File: config.mk
export PLATFORM = sky130hd
export DESIGN_NAME = dma_port_arbiter
export DESIGN_NICKNAME = d
export VERILOG_FILES = /design/src/rtl/dma_port_arbiter.sv
export SDC_FILE = /design/constraint.sdc
export NUM_CORES = 1
export LEC_CHECK = 0
export ABC_AREA = 1
export BUFFER_PORTS_ARGS = -buffer_cell sky130_fd_sc_hd__buf_2
export CAP_MARGIN = 20
export CORE_AREA = 2 2 163 165
export CTS_BUF_LIST = sky130_fd_sc_hd__clkbuf_4 sky130_fd_sc_hd__clkbuf_8
export DETAILED_ROUTE_END_ITERATION = 10
export DIE_AREA = 0 0 165 167
export GPL_TIMING_DRIVEN = 0
export PLACE_DENSITY = 0.52
export SETUP_SLACK_MARGIN = 0.02
export SLEW_MARGIN = 20
export SYNTH_ARGS = -nofsm -noshare
export SYNTH_HDL_FRONTEND = slang
export SYNTH_SLANG_ARGS = --single-unit
File: constraint.sdc
create_clock -name i_clk -period 2.7 [get_ports i_clk]
set_clock_uncertainty 0.2 [all_clocks]
set_input_delay 0 -clock i_clk [delete_from_list [all_inputs] [get_ports i_clk]]
set_output_delay 0 -clock i_clk [all_outputs]
set_load 0.03 [all_outputs]
File: src/rtl/dma_port_arbiter.sv
// dma_port_arbiter
// Shares one DMA engine between NREQ requesters. A round-robin arbiter picks
// a requester, latches its descriptor, pulses a start to the engine, and waits
// for the engine's finish pulse. It then returns a done pulse to the owner.
// A watchdog forces completion when the engine never finishes, and sets a
// sticky timeout flag. i_clr aborts the current transfer without a done pulse.
module dma_port_arbiter #(
    parameter int NREQ = 3,
    parameter int TO_W = 20
) (
    input  logic                 i_clk,
    input  logic                 i_rst_n,
    input  logic                 i_clr,
    input  logic [NREQ-1:0]      i_req,
    input  logic [4*NREQ-1:0]    i_mode,
    input  logic [32*NREQ-1:0]   i_src,
    input  logic [32*NREQ-1:0]   i_dest,
    input  logic [32*NREQ-1:0]   i_lines,
    output logic [NREQ-1:0]      o_grant,
    output logic [NREQ-1:0]      o_done,
    output logic                 o_dma_start,
    output logic [3:0]           o_dma_mode,
    output logic [31:0]          o_src_start,
    output logic [31:0]          o_dest_start,
    output logic [31:0]          o_d_lines,
    input  logic                 i_dma_finish,
    output logic                 o_busy,
    output logic [2:0]           o_owner,
    output logic                 o_timeout
);

    typedef enum logic [1:0] {
        ST_IDLE  = 2'd0,
        ST_ISSUE = 2'd1,
        ST_WAIT  = 2'd2,
        ST_DONE  = 2'd3
    } state_e;

    localparam logic [NREQ-1:0] ONE_HOT0 = {{(NREQ-1){1'b0}}, 1'b1};
    localparam logic [2:0]      LAST_IDX = 3'(NREQ - 1);
    localparam logic [TO_W-1:0] CNT_ONE  = {{(TO_W-1){1'b0}}, 1'b1};
    localparam logic [TO_W-1:0] CNT_MAX  = {TO_W{1'b1}};

    state_e            state_q;
    logic [2:0]        ptr_q;
    logic [2:0]        ptr_d;
    logic [TO_W-1:0]   cnt_q;
    logic [TO_W-1:0]   cnt_d;
    logic              cnt_max_s;

    logic [NREQ-1:0]   grant_q;
    logic [NREQ-1:0]   done_q;
    logic              start_q;
    logic [3:0]        mode_q;
    logic [31:0]       src_q;
    logic [31:0]       dest_q;
    logic [31:0]       lines_q;
    logic [2:0]        owner_q;
    logic              timeout_q;

    logic              found_s;
    logic [2:0]        sel_s;
    logic [NREQ-1:0]   sel_oh_s;
    logic [NREQ-1:0]   owner_oh_s;
    logic [3:0]        mode_sel_s;
    logic [31:0]       src_sel_s;
    logic [31:0]       dest_sel_s;
    logic [31:0]       lines_sel_s;

    // Round-robin pick. The first pass covers indices at or above the pointer. The second pass wraps to the lowest set bit.
    always_comb begin
        found_s = 1'b0;
        sel_s   = 3'd0;
        for (int j = 0; j < NREQ; j++) begin
            if (!found_s && i_req[j] && (j >= int'(ptr_q))) begin
                found_s = 1'b1;
                sel_s   = 3'(j);
            end else begin
                found_s = found_s;
            end
        end
        for (int j = 0; j < NREQ; j++) begin
            if (!found_s && i_req[j]) begin
                found_s = 1'b1;
                sel_s   = 3'(j);
            end else begin
                found_s = found_s;
            end
        end
    end

    // Select the winning requester's descriptor fields from the packed buses.
    always_comb begin
        mode_sel_s  = 4'd0;
        src_sel_s   = 32'd0;
        dest_sel_s  = 32'd0;
        lines_sel_s = 32'd0;
        for (int j = 0; j < NREQ; j++) begin
            if (3'(j) == sel_s) begin
                mode_sel_s  = i_mode[4*j +: 4];
                src_sel_s   = i_src[32*j +: 32];
                dest_sel_s  = i_dest[32*j +: 32];
                lines_sel_s = i_lines[32*j +: 32];
            end else begin
                mode_sel_s = mode_sel_s;
            end
        end
    end

    assign sel_oh_s   = ONE_HOT0 << sel_s;
    assign owner_oh_s = ONE_HOT0 << owner_q;
    assign ptr_d      = (sel_s == LAST_IDX) ? 3'd0 : (sel_s + 3'd1);
    assign cnt_d      = cnt_q + CNT_ONE;
    assign cnt_max_s  = (cnt_d == CNT_MAX);

    // Control FSM with registered pulses, descriptor latch, pointer and watchdog.
    always_ff @(posedge i_clk or negedge i_rst_n) begin
        if (!i_rst_n) begin
            state_q   <= ST_IDLE;
            ptr_q     <= 3'd0;
            cnt_q     <= '0;
            grant_q   <= '0;
            done_q    <= '0;
            start_q   <= 1'b0;
            mode_q    <= 4'd0;
            src_q     <= 32'd0;
            dest_q    <= 32'd0;
            lines_q   <= 32'd0;
            owner_q   <= 3'd0;
            timeout_q <= 1'b0;
        end else if (i_clr) begin
            // Abort: the pointer, the owner and the descriptor are deliberately kept.
            state_q   <= ST_IDLE;
            cnt_q     <= '0;
            grant_q   <= '0;
            done_q    <= '0;
            start_q   <= 1'b0;
            timeout_q <= 1'b0;
        end else begin
            grant_q <= '0;
            done_q  <= '0;
            start_q <= 1'b0;
            case (state_q)
                ST_IDLE: begin
                    if (found_s) begin
                        mode_q  <= mode_sel_s;
                        src_q   <= src_sel_s;
                        dest_q  <= dest_sel_s;
                        lines_q <= lines_sel_s;
                        owner_q <= sel_s;
                        grant_q <= sel_oh_s;
                        ptr_q   <= ptr_d;
                        state_q <= ST_ISSUE;
                    end else begin
                        state_q <= ST_IDLE;
                    end
                end
                ST_ISSUE: begin
                    // An empty descriptor completes without touching the engine.
                    if (lines_q == 32'd0) begin
                        done_q  <= owner_oh_s;
                        state_q <= ST_DONE;
                    end else begin
                        start_q <= 1'b1;
                        cnt_q   <= '0;
                        state_q <= ST_WAIT;
                    end
                end
                ST_WAIT: begin
                    // A finish wins over a timeout that expires in the same cycle.
                    if (i_dma_finish) begin
                        done_q  <= owner_oh_s;
                        state_q <= ST_DONE;
                    end else if (cnt_max_s) begin
                        timeout_q <= 1'b1;
                        done_q    <= owner_oh_s;
                        cnt_q     <= cnt_d;
                        state_q   <= ST_DONE;
                    end else begin
                        cnt_q <= cnt_d;
                    end
                end
                ST_DONE: begin
                    cnt_q   <= '0;
                    state_q <= ST_IDLE;
                end
                default: begin
                    state_q <= ST_IDLE;
                end
            endcase
        end
    end

    assign o_grant      = grant_q;
    assign o_done       = done_q;
    assign o_dma_start  = start_q;
    assign o_dma_mode   = mode_q;
    assign o_src_start  = src_q;
    assign o_dest_start = dest_q;
    assign o_d_lines    = lines_q;
    assign o_owner      = owner_q;
    assign o_timeout    = timeout_q;
    assign o_busy       = (state_q != ST_IDLE);

endmodule

==> results.tsv <==
metric	value	unit
pin count of the biggest net entering global routing	71	
Setup TNS Final	0	ns
hold crit path type	in -> reg	
Final HPWL DP	23600	microns
core area	25800	sq um
Remaining DRCs	0	
post-synthesis sequential area ratio	0.476	
fin crit share	0.930	
drt first pass iters	5	
required time of the critical path	2.85	ns
die width	165	microns
RR Startpoint	ptr_q[2]	
min cycle time layout	2.51	ns
Port Buffers	417	
row cnt	59	
Critical Path Start Type	flop	
layout cell share with drive strength beyond 1	0.312	
total chip power	11.3	mW
# Max-Cap Violations	0	
root buffer cell	clkbuf_8	
NumNets Final	1914	
grt total ovfl	0	
via density per instance	4.89	
CTS tree	done	
worst flop-to-flop path endpoint	o_dest_start[29]	
die height	167	microns
Tot GR Track Use	0.247	
P_leak	6.15	nW
hold path startpoint	i_req[0]	
Pwr Density	858	nW/um^2
Yosys reg bits	135	
unrepaired setup endpoints after global routing	yes	
synth-to-layout area growth	84.9	%
maximum VDD drop	0.351	mV
Worst Tran Pin Value	0.560	ns
# H-tree levels	4	
synthesized area	7090	sq um
full die area	27600	sq um
worst hold path depth	7	
CTS Sinks	135	
most common cell after layout, fill and taps aside	buf_2	
max-slew violation count	0	
Max Clk Rate	398	MHz
hold slack final	0.0685	ns
Clock Latency Late Sink	0.45	ns
status	complete, no violations	
# setup viols final	0	
Top Ports	419	
vias in the first global route	9862	
FF-to-FF path depth	11	
Synthesis Warnings	0	
Starting Density	0.275	
Worst Hold Path EP	state_q[0]	
Max clock buf depth	2	
commonest cells after routing, fill and taps aside	buf_2, dlygate4sd3_1, a21oi_1	
initial antenna violation count	3	
Avg Cell Area, Syn	8.30	sq um
Max-Slew Margin vs Limit	0.627	
Cell Area, Placed	9640	sq um
CP max FO	10	
Crit Path Category	reg -> reg	
post-route cell area	13100	sq um
CP Capture Type	flop	
Worst Path Arrival	2.66	ns
setup slack, reg-to-reg	0.19	ns
CTS Buf Count	17	
Clk pin slew, worst setup/hold paths	0.09	ns
routability cong.	0.826	
vias	9534	
Total Routed Length	34700	microns
first-pass GRT wire length	52400	microns
post-route ant nets	0	
endpoints failing hold	0	
DRT iter0 DRCs	590	
Distinct cells, synth	30	
Mapped Cells	855	
Syn Nets	1169	
WL per Instance	17.8	microns
==> cell usage after synthesis (all sizes together) <==
cell / instances / area (sq um)
inv: 47 / 176
conb: 1 / 3.75
dfrtp: 135 / 3380
ha: 7 / 87.6
mux2i: 1 / 10.0
xor2: 4 / 35.0
o31ai: 30 / 239
o22ai: 43 / 269
o21ai: 17 / 85.1
nand3: 29 / 160
xnor2: 1 / 8.76
nor2: 127 / 507
nand4: 10 / 62.6
a21oi: 175 / 876
a22oi: 71 / 533
and2: 1 / 6.26
clkbuf: 23 / 86.3
nor3: 1 / 5.00
o2111ai: 1 / 8.76
buf: 36 / 183
nand2: 95 / 374
==> layer usage <==
metal | routed length (microns) | GRT usage | vias to the layer above | share of wire
li1 | - | - | 4526 | -
met1 | 13600 | 0.284 | 4445 | 0.39
met2 | 17200 | 0.427 | 466 | 0.50
met3 | 2250 | 0.0535 | 97 | 0.065
met4 | 1710 | 0.124 | 0 | 0.049
met5 | 0 | 0 | - | 0
==> state kept, by name, summed over array words and instances (netlist names) <==
signal / flops
cnt_q: 20
o_d_lines: 32
o_dest_start: 32
o_dma_mode: 4
o_dma_start: 1
o_done: 3
o_grant: 3
o_owner: 2
o_src_start: 32
o_timeout: 1
ptr_q: 3
state_q: 2
==> critical path, cell delays in order (launching register included) <==
cell,delay (ns)
dfrtp_1,0.40
inv_1,0.08
nand2_1,0.05
a21oi_1,0.16
nand2_1,0.14
o31ai_4,0.10
inv_2,0.09
nand2_2,0.12
buf_2,0.25
o22ai_1,0.09
dlygate4sd3_1,0.56
o31ai_1,0.20
==> final cells by class <==
type	count	area, sq um
clock buffers	18	248
fillers	2378	12600
flip-flops and latches	135	3380
multi-input cells	614	3270
well taps	335	419
plain buffers	59	269
diodes	3	7.51
clock inverters	14	139
repair buffers	726	5200
inverters	47	176
==> where the power goes <==
part / leakage (nW) / total, mW / switching (mW) / internal, mW
clock: 0.189 / 1.70 / 0.928 / 0.776
combinational: 4.34 / 6.22 / 4.21 / 2.01
sequential: 1.62 / 3.33 / 0.506 / 2.82
total: 6.15 / 11.3 / 5.64 / 5.61
==> per-stage QoR <==
| step | cells | setup WS (ns) | utilization |
|---|---|---|---|
| after floorplan | 855 | 0.783 | - |
| after global placement | 1607 | -0.699 | 0.373 |
| after detailed placement | 1608 | 0.190 | 0.374 |
| after CTS | 1947 | 0.0351 | 0.508 |
| after global routing | 1951 | 0.000371 | 0.509 |
| final | 1951 | 0.190 | 0.509 |
==> how the worst max path moves through the flow <==
| stage | from | to | slack (ns) |
|---|---|---|---|
| 2_1_floorplan | cnt_q[1] | o_done[2] | 0.78 |
| 3_3_place_gp | i_rst_n | o_dest_start[14] | -0.70 |
| 3_5_place_dp | state_q[0] | cnt_q[12] | 0.19 |
| 4_1_cts | ptr_q[2] | o_dest_start[27] | 0.04 |
| 5_1_grt | ptr_q[2] | o_dest_start[29] | 0.0004 |
| 6_report | ptr_q[2] | o_dest_start[29] | 0.19 |
==> cells by family after synthesis <==
group	after synthesis	share of synthesized area
AO/OA/AOI/OAI	337	0.283
AND/OR/NAND/NOR	263	0.157
flip-flops	135	0.476
buffers and inverters	106	0.0628
adder cells (fa/ha/maj)	7	0.0123
XOR/XNOR	5	0.00617
other	1	0.000529
multiplexers	1	0.00141
==> what timing repair did <==
item,4_1_cts,5_1_grt
buffers inserted,0,1
resized for setup,0,1
hold buffers,307,0
hold endpoints to repair,252,0
endpoints found under the setup margin,0,13
Note: power is estimated with default switching activity, not from simulation.
